## config.mk

```make
export PLATFORM = sky130hd
export DESIGN_NAME = adder_share_arbiter
export DESIGN_NICKNAME = d
export VERILOG_FILES = /design/src/rtl/adder_arb_pkg.sv /design/src/rtl/adder_share_arbiter_rca_core.sv /design/src/rtl/adder_share_arbiter.sv
export SDC_FILE = /design/constraint.sdc
export NUM_CORES = 1
export LEC_CHECK = 0
export ABC_AREA = 1
export CAP_MARGIN = 10
export CORE_AREA = 2 2 122 124
export DETAILED_ROUTE_END_ITERATION = 8
export DIE_AREA = 0 0 124 126
export PLACE_DENSITY = 0.74
export RECOVER_POWER = 100
export REMOVE_ABC_BUFFERS = 1
export SLEW_MARGIN = 20
export SYNTH_ARGS = -nofsm -noshare
export SYNTH_HDL_FRONTEND = slang
export SYNTH_SLANG_ARGS = --single-unit
```

## constraint.sdc

```tcl
create_clock -name clk -period 21 [get_ports clk]
set_input_delay 4.2 -clock clk [delete_from_list [all_inputs] [get_ports clk]]
set_output_delay 4.2 -clock clk [all_outputs]
set_load 0.05 [all_outputs]
```

## src/rtl/adder_arb_pkg.sv

```systemverilog
// adder_arb_pkg: shared types, default sizes and the round-robin pointer
// helper for the shared-adder arbiter.
//   ADD_W / ADD_NREQ / ADD_IDW : default operand width, requester count, ID width
//   out_state_t                : response register state (EMPTY / FULL)
//   add_req_t / add_rsp_t      : one request / one response at default sizes
//   rr_next(ptr, n)            : (ptr + 1) mod n without a divider
package adder_arb_pkg;

    localparam int ADD_W    = 32;
    localparam int ADD_NREQ = 4;
    localparam int ADD_IDW  = $clog2(ADD_NREQ);

    typedef enum logic {
        OUT_EMPTY = 1'b0,
        OUT_FULL  = 1'b1
    } out_state_t;

    typedef struct packed {
        logic [ADD_W-1:0] a;
        logic [ADD_W-1:0] b;
        logic             cin;
        logic             sub;
    } add_req_t;

    typedef struct packed {
        logic [ADD_IDW-1:0] id;
        logic [ADD_W-1:0]   sum;
        logic               cout;
        logic               of;
    } add_rsp_t;

    // Wraps at n-1 -> 0 so a non power-of-two n never yields an index >= n.
    function automatic int rr_next(input int ptr, input int n);
        return (ptr + 1 >= n) ? 0 : ptr + 1;
    endfunction

endpackage

```

## src/rtl/adder_share_arbiter_rca_core.sv

```systemverilog
// rca_core: purely combinational WIDTH-bit ripple-carry adder.
//   a_i, b_i  : operands
//   cin_i     : carry into bit 0
//   sum_o     : (a + b + cin) mod 2^WIDTH
//   cout_o    : carry out of the MSB
//   of_o      : signed overflow
module rca_core #(
    parameter int WIDTH = 32
) (
    input  logic [WIDTH-1:0] a_i,
    input  logic [WIDTH-1:0] b_i,
    input  logic             cin_i,
    output logic [WIDTH-1:0] sum_o,
    output logic             cout_o,
    output logic             of_o
);

    logic [WIDTH-1:0] sum;
    logic             carry;

    // Carry is a scalar walked bit by bit; this keeps the ripple chain
    // explicit without a self-referencing carry vector.
    always_comb begin
        sum   = '0;
        carry = cin_i;
        for (int i = 0; i < WIDTH; i++) begin
            sum[i] = a_i[i] ^ b_i[i] ^ carry;
            carry  = (a_i[i] & b_i[i]) | (carry & (a_i[i] ^ b_i[i]));
        end
    end

    assign sum_o  = sum;
    assign cout_o = carry;
    // Overflow: operands share a sign and the result sign differs from it.
    assign of_o   = (a_i[WIDTH-1] ~^ b_i[WIDTH-1]) & (a_i[WIDTH-1] ^ sum[WIDTH-1]);

endmodule

```

## src/rtl/adder_share_arbiter.sv

```systemverilog
// adder_share_arbiter: one ripple-carry adder shared by NREQ requesters,
// round-robin arbitration, single registered response port with backpressure.
// Handshake: a transfer happens on a rising edge where valid and ready are
// both 1; a requester holds valid and operands stable until accepted, and
// req_ready never depends on the response being consumed in the same cycle
// except through rsp_ready (drain and reload in one clock).
//   clk, rst              : clock, asynchronous active-high reset
//   req_valid / req_ready : per-requester request handshake
//   req_a, req_b          : packed operands, requester i at [i*WIDTH +: WIDTH]
//   req_cin, req_sub      : carry-in, subtract select
//   rsp_valid / rsp_ready : response handshake
//   rsp_id, rsp_sum, rsp_cout, rsp_of : registered result and owner
// Optional macro ADDER_ARB_SUB_EN: builds the B inverter so req_sub=1
// computes a - b (carry-in forced to 1, req_cin ignored).
module adder_share_arbiter
    import adder_arb_pkg::*;
#(
    parameter int WIDTH = ADD_W,
    parameter int NREQ  = ADD_NREQ,
    parameter int IDW   = $clog2(NREQ)
) (
    input  logic                  clk,
    input  logic                  rst,
    input  logic [NREQ-1:0]       req_valid,
    output logic [NREQ-1:0]       req_ready,
    input  logic [NREQ*WIDTH-1:0] req_a,
    input  logic [NREQ*WIDTH-1:0] req_b,
    input  logic [NREQ-1:0]       req_cin,
    input  logic [NREQ-1:0]       req_sub,
    output logic                  rsp_valid,
    input  logic                  rsp_ready,
    output logic [IDW-1:0]        rsp_id,
    output logic [WIDTH-1:0]      rsp_sum,
    output logic                  rsp_cout,
    output logic                  rsp_of
);

    out_state_t       state_q;
    logic [IDW-1:0]   rr_ptr_q, rr_ptr_d;
    logic [IDW-1:0]   rsp_id_q;
    logic [WIDTH-1:0] rsp_sum_q;
    logic             rsp_cout_q, rsp_of_q;

    logic             can_load, found, accept;
    logic [IDW-1:0]   gnt_idx;
    int               scan_idx;

    logic [WIDTH-1:0] a_arr [NREQ];
    logic [WIDTH-1:0] b_arr [NREQ];

    for (genvar i = 0; i < NREQ; i++) begin : g_unpack
        assign a_arr[i] = req_a[i*WIDTH +: WIDTH];
        assign b_arr[i] = req_b[i*WIDTH +: WIDTH];
    end

    assign can_load = (state_q == OUT_EMPTY) || rsp_ready;

    // Scan rr_ptr, rr_ptr+1, ... mod NREQ; first valid requester wins.
    always_comb begin
        found    = 1'b0;
        gnt_idx  = '0;
        scan_idx = 0;
        for (int k = 0; k < NREQ; k++) begin
            scan_idx = int'(rr_ptr_q) + k;
            if (scan_idx >= NREQ) scan_idx = scan_idx - NREQ;
            if (!found && req_valid[IDW'(scan_idx)]) begin
                found   = 1'b1;
                gnt_idx = IDW'(scan_idx);
            end
        end
    end

    // rst gates ready directly: the register is EMPTY during reset, so
    // can_load alone would otherwise grant.
    assign accept = found && can_load && !rst;

    always_comb begin
        req_ready = '0;
        if (accept) req_ready[gnt_idx] = 1'b1;
    end

    assign rr_ptr_d = IDW'(rr_next(int'(gnt_idx), NREQ));

    logic [WIDTH-1:0] eff_b;
    logic             eff_cin;
    logic [WIDTH-1:0] add_sum;
    logic             add_cout, add_of;

`ifdef ADDER_ARB_SUB_EN
    assign eff_b   = req_sub[gnt_idx] ? ~b_arr[gnt_idx] : b_arr[gnt_idx];
    assign eff_cin = req_sub[gnt_idx] ? 1'b1 : req_cin[gnt_idx];
`else
    logic unused_sub;
    assign unused_sub = ^req_sub;
    assign eff_b      = b_arr[gnt_idx];
    assign eff_cin    = req_cin[gnt_idx];
`endif

    rca_core #(.WIDTH(WIDTH)) u_rca (
        .a_i    (a_arr[gnt_idx]),
        .b_i    (eff_b),
        .cin_i  (eff_cin),
        .sum_o  (add_sum),
        .cout_o (add_cout),
        .of_o   (add_of)
    );

    // Accept wins over drain, so a simultaneous drain+accept reloads and
    // stays FULL (1 op/clk). Under backpressure nothing here changes.
    always_ff @(posedge clk or posedge rst) begin
        if (rst) begin
            state_q    <= OUT_EMPTY;
            rr_ptr_q   <= '0;
            rsp_id_q   <= '0;
            rsp_sum_q  <= '0;
            rsp_cout_q <= 1'b0;
            rsp_of_q   <= 1'b0;
        end else if (accept) begin
            state_q    <= OUT_FULL;
            rr_ptr_q   <= rr_ptr_d;
            rsp_id_q   <= gnt_idx;
            rsp_sum_q  <= add_sum;
            rsp_cout_q <= add_cout;
            rsp_of_q   <= add_of;
        end else if (state_q == OUT_FULL && rsp_ready) begin
            state_q    <= OUT_EMPTY;
        end
    end

    assign rsp_valid = (state_q == OUT_FULL);
    assign rsp_id    = rsp_id_q;
    assign rsp_sum   = rsp_sum_q;
    assign rsp_cout  = rsp_cout_q;
    assign rsp_of    = rsp_of_q;

endmodule

```

==> results of run 1 <==
## final timing paths
| kind | startpoint | to | depth (start not counted) |
|---|---|---|---|
| worst max-delay path | req_valid[1] | rsp_of | 51 |
| max in group asynchronous | rst | rsp_sum[31] | 3 |
| worst min-delay path | rsp_of | rsp_of | 2 |
| worst max register to register | rr_ptr_q[0] | rsp_of | 51 |
| min in group asynchronous | rst | rsp_sum[13] | 3 |
| worst min register to register | rsp_of | rsp_of | 2 |
## worst max-delay path: cells and delay by family
kind / cells / cell delay, ps
AND/OR/NAND/NOR: 9 / 930
AO/OA/AOI/OAI: 2 / 220
buffers and inverters: 8 / 1140
adder cells (fa/ha/maj): 32 / 13860
## repair_timing
action	4_1_cts	5_1_grt
hold buffers	0	0
setup endpoints to repair	0	1
gates resized for setup	0	0
setup buffers	0	1
## registers in the layout, indices dropped and copies added (netlist names)
name and cells:
rsp_valid 1, rsp_cout 1, rsp_sum 32, rr_ptr_q 2
rsp_id 2, rsp_of 1
## area by class of cell
type	instances	share of cell area [%]
well taps	184	2.925
repair buffers	321	40.29
multi-input cells	599	39.71
clock buffers	8	1.987
flip-flops and latches	39	12.40
inverters	55	2.687
## synthesized netlist by cell type (2+ instances only)
master and instances:
buf_4 11, dfrtp_1 39, fa_1 32, nand3_1 73, o21ai_0 59, a21oi_1 63, o21ai_1 12, buf_2 26
o22ai_1 2, inv_1 52, buf_6 5, nand2_1 333, nor2_1 11, inv_2 2, nand4_1 3, clkbuf_1 8
ha_1 5
## metrics by stage
stage | cells | util [%]
floorplan | 693 | -
global placement | 1197 | 53.92
detailed placement | 1197 | 53.92
CTS | 1205 | 55.02
global route | 1206 | 54.98
finish | 1206 | 54.98
## routing by layer
layer  vias to the layer above  track usage, %  share of wire, %  wire length (um)
met5                         -               0                 0                 0
met4                         0           5.618               2.5               415
met3                        29           4.529               7.1              1170
met2                       207           36.97                50              8213
met1                      2447           25.23                41              6783
li1                       2912               -                 -                 -
## kinds of logic (layout without fill, tap and decap cells)
| family | after synthesis | in the layout | share of synthesized area, % |
|---|---|---|---|
| flops | 39 | 39 | 21.18 |
| buf+inv | 105 | 384 | 11.03 |
| compound gates | 138 | 138 | 15.18 |
| fa+ha+maj | 37 | 37 | 15.26 |
| simple gates | 424 | 424 | 37.34 |
==> impl_metrics.tcl, run 1 <==
set metrics [dict create \
    seq_area_um2 975.9 \
    grt_pass1_wl_mm 25.90 \
    start_util_pct 32.19 \
    dieArea_mm2 0.01562 \
    cts_inserted_buffers 5 \
    cts_tree "built" \
    diodes 0 \
    syn_avg_cell_area_um2 6.200 \
    hpwlAfterDp_mm 13.16 \
    worstSetupEndpointType "flop" \
    antenna_found_initial 0 \
    setup-tns-final_ps 0 \
    crit_type "input pin to flop" \
    dpl_cell_area_mm2 0.007719 \
    ios 312 \
    final_cell_mix "nand2_1, clkdlybuf4s50_1, nand3_1" \
    holdCritPathClass "flop to flop" \
    grt.total_usage_pct 20.84 \
    synth.distinct_cells 24 \
    period_share_pct 95.94 \
    ys_seq_elements 39 \
    cts_buffer_depth 2 \
    max_slew_margin_pct -52.23 \
    clk_pin_slew_ps 60 \
    finalCriticalPeriod_ps 20150 \
    start_kind "input pin" \
    cp_slowest_stage_delay_ps 480 \
    synth_top_area_share_pct 27.13 \
    clock-sinks 39 \
    fp.dieH_um 126 \
    area_delta_synth_final_pct 70.83 \
    drv_cap 1 \
    fin_nets 1329 \
    drtIter0Drc 193 \
    drt-total-wl_mm 16.58 \
    cp_slowest_cell "fa_1" \
    drtAntennaViolNets 0 \
    tightest_slew_ps 2283 \
    synth_area_leaders "nand2_1, dfrtp_1, fa_1" \
    core_area_mm2 0.01431 \
    hold_violations 0 \
    setup_viol 0 \
    drc 0 \
    io_buffers 307 \
    drt-wirelength-per-cell_um 13.75 \
    post-place-ws_ps 475.4 \
    worst-path-max-fanout 13 \
    synth_area_leader_cell "nand2_1" \
    synthArstFlopShare_pct 100.0 \
    final_common_cell "nand2_1" \
    num_rows 44 \
    grt_start_max_net_pins 60 \
    vias 5595 \
    firstDrtPassIters 5 \
    drv_slew 41 \
    multi_input_area_mm2 0.003126 \
    critPathArrivalTime_ps 20320 \
    finalWorstSetupSlack_ps 851.9 \
    ys_seq_area_share_pct 21.18 \
    fin_area_mm2 0.007870 \
    h-tree-depth 2 \
    max_freq_ghz 0.04963 \
    via_per_inst 4.639 \
    synthesis.area_mm2 0.004607 \
    cts_root_buffer "clkbuf_16" \
    gp_congestion 0.8454 \
    cpMostUsedCell "fa_1" \
    drive_gt1_share_pct 2.642 \
    clkLatencyLatePin_ps 280 \
    grt_overflow 0 \
    worst_hold_slack_ps 473.6 \
    r2r_setup_slack_ps 4590 \
    syn_inst 743 \
    fin_skew_ps 4.451 \
    yosysWarningCount 0 \
    failed_checks "capacitance limit, slew limit" \
    synth-edff-count 0 \
    outcome "finished with violations" \
    grt_pass1_vias 5434 \
    worstPathRequired_ps 21170 \
    fillers 1399 \
    synth_flop_cell "dfrtp_1" \
    die_w_um 124 \
    rsz0062_at_grt "false" \
]
Power of run 1 is left out: the tool's default activity adds up to more than one toggle a clock period on the data nets, which glitch-free logic cannot reach.
==> run 2: changes to the inputs <==
--- a/config.mk
+++ b/config.mk
@@ -10,9 +10,11 @@
 export CORE_AREA = 2 2 122 124
 export DETAILED_ROUTE_END_ITERATION = 8
 export DIE_AREA = 0 0 124 126
+export GPL_ROUTABILITY_DRIVEN = 0
 export PLACE_DENSITY = 0.74
 export RECOVER_POWER = 100
 export REMOVE_ABC_BUFFERS = 1
+export SETUP_SLACK_MARGIN = 0.1
 export SLEW_MARGIN = 20
 export SYNTH_ARGS = -nofsm -noshare
 export SYNTH_HDL_FRONTEND = slang
==> run 2 against run 1 <==
Against the previous run:
- the run still ends with capacitance limit, slew limit left
- first-iteration DRC count down 0.52%
- final cell count unchanged
- clock-buffer cell count unchanged
- global-route usage unchanged
- die area unchanged
- clock skew about the same
- via count unchanged
- wire length about the same
- critical path type unchanged
==> impl_metrics.tcl, run 2 (synthesized netlist as in run 1, its figures left out) <==
set metrics [dict create \
    outcome "finished with violations" \
    failed_checks "capacitance limit, slew limit" \
    drv_cap 1 \
    worstSetupEndpointType "flop" \
    grt_pass1_vias 5434 \
    critPathArrivalTime_ps 20310 \
    whs_path_depth 2 \
    clock-sinks 39 \
    grt_pass1_wl_mm 25.90 \
    final_common_cell "nand2_1" \
    holdCritPathClass "flop to flop" \
    grt_overflow 0 \
    period_share_pct 95.92 \
    start_kind "input pin" \
    firstDrtPassIters 5 \
    worstPathRequired_ps 21170 \
    io_buffers 307 \
    start_util_pct 32.19 \
    crit_start "req_valid[1]" \
    cp_slowest_stage_delay_ps 480 \
    cpMostUsedCell "fa_1" \
    grt.total_usage_pct 20.84 \
    drt-wirelength-per-cell_um 13.76 \
    area_delta_synth_final_pct 70.83 \
    cp_slowest_cell "fa_1" \
    drv_slew 41 \
    clk_pin_slew_ps 60 \
    clkLatencyLatePin_ps 280 \
    dpl_cell_area_mm2 0.007719 \
    tightest_slew_ps 2283 \
    max_freq_ghz 0.04965 \
    ios 312 \
    num_rows 44 \
    core_area_mm2 0.01431 \
    cts_tree "built" \
    fin_nets 1329 \
    drc 0 \
    vias 5595 \
    drt-total-wl_mm 16.59 \
    setup-tns-final_ps 0 \
    timing.rr.end "rsp_of" \
    max_slew_margin_pct -52.21 \
    antenna_found_initial 0 \
    fillers 1401 \
    regToRegStartpoint "rr_ptr_q[0]" \
    cts_inserted_buffers 5 \
    die_w_um 124 \
    drtAntennaViolNets 0 \
    via_per_inst 4.639 \
    reg2regPathDepth 51 \
    cts_root_buffer "clkbuf_16" \
    finalCriticalPeriod_ps 20140 \
    rsz0062_at_grt "false" \
    fin_area_mm2 0.007870 \
    largest_reg_flops 32 \
    setup_viol 0 \
    dieArea_mm2 0.01562 \
    drtIter0Drc 192 \
    cts_buffer_depth 2 \
    hold_violations 0 \
    h-tree-depth 2 \
    fin_skew_ps 4.438 \
    r2r_setup_slack_ps 4610 \
    hpwlAfterDp_mm 13.16 \
    worstHoldEndpoint "rsp_of" \
    grt_start_max_net_pins 60 \
    fp.dieH_um 126 \
    final_cell_mix "nand2_1, clkdlybuf4s50_1, nand3_1" \
    worstHoldStart "rsp_of" \
    crit_type "input pin to flop" \
    hold_buffers 0 \
    worst-path-max-fanout 13 \
    diodes 0 \
    drive_gt1_share_pct 2.642 \
]
==> run 2: cell counts in the layout (fill, tap and decap cells not counted) <==
Identical to the previous run, type by type.
==> run 2: stage by stage <==
stage	utilization, %	instances	hold slack (ps)	worst slack [ps]
CTS	55.02	1205	483.7	667.8
detailed placement	53.92	1197	469.0	475.4
global placement	53.92	1197	462.8	462.6
finish	54.98	1206	473.6	857.8
global route	54.98	1206	493.1	56.19
floorplan	-	693	636.8	72.41
==> run 2: how the worst max path moves through the flow <==
stage / end / slack, ps / cells past startpoint
global placement: rsp_of / 460 / 51
global route: rsp_of / 60 / 52
CTS: rsp_of / 670 / 51
floorplan: rsp_of / 70 / 51
finish: rsp_of / 860 / 51
detailed placement: rsp_of / 480 / 51
==> run 2: worst max-delay path: cells and delay by family <==
kind            cells  cell delay (ps)
buf+inv             8             1130
compound gates      2              220
simple gates        9              910
fa+ha+maj          32            13860
==> run 2: per-layer routing <==
| metal | up-vias | share of wire (%) | global-route usage (%) |
|---|---|---|---|
| li1 | 2911 | - | - |
| met1 | 2451 | 41 | 25.23 |
| met2 | 204 | 49 | 36.97 |
| met3 | 29 | 7.1 | 4.529 |
| met4 | 0 | 2.5 | 5.618 |
| met5 | - | 0 | 0 |
==> run 2: timing repair <==
item | 4_1_cts | 5_1_grt
buffers inserted | 0 | 1
endpoints found under the setup margin | 0 | 2
resized for setup | 0 | 1
==> run 2: final cells by class <==
cell class	count	area (um^2)	area share, %
Sequential cell	39	975.9	12.40
Tap cell	184	230.2	2.925
Clock buffer	8	156.4	1.987
Inverter	55	211.5	2.687
Multi-Input combinational cell	599	3126	39.71
Timing Repair Buffer	321	3171	40.29
Power of run 2 is left out for the same reason.
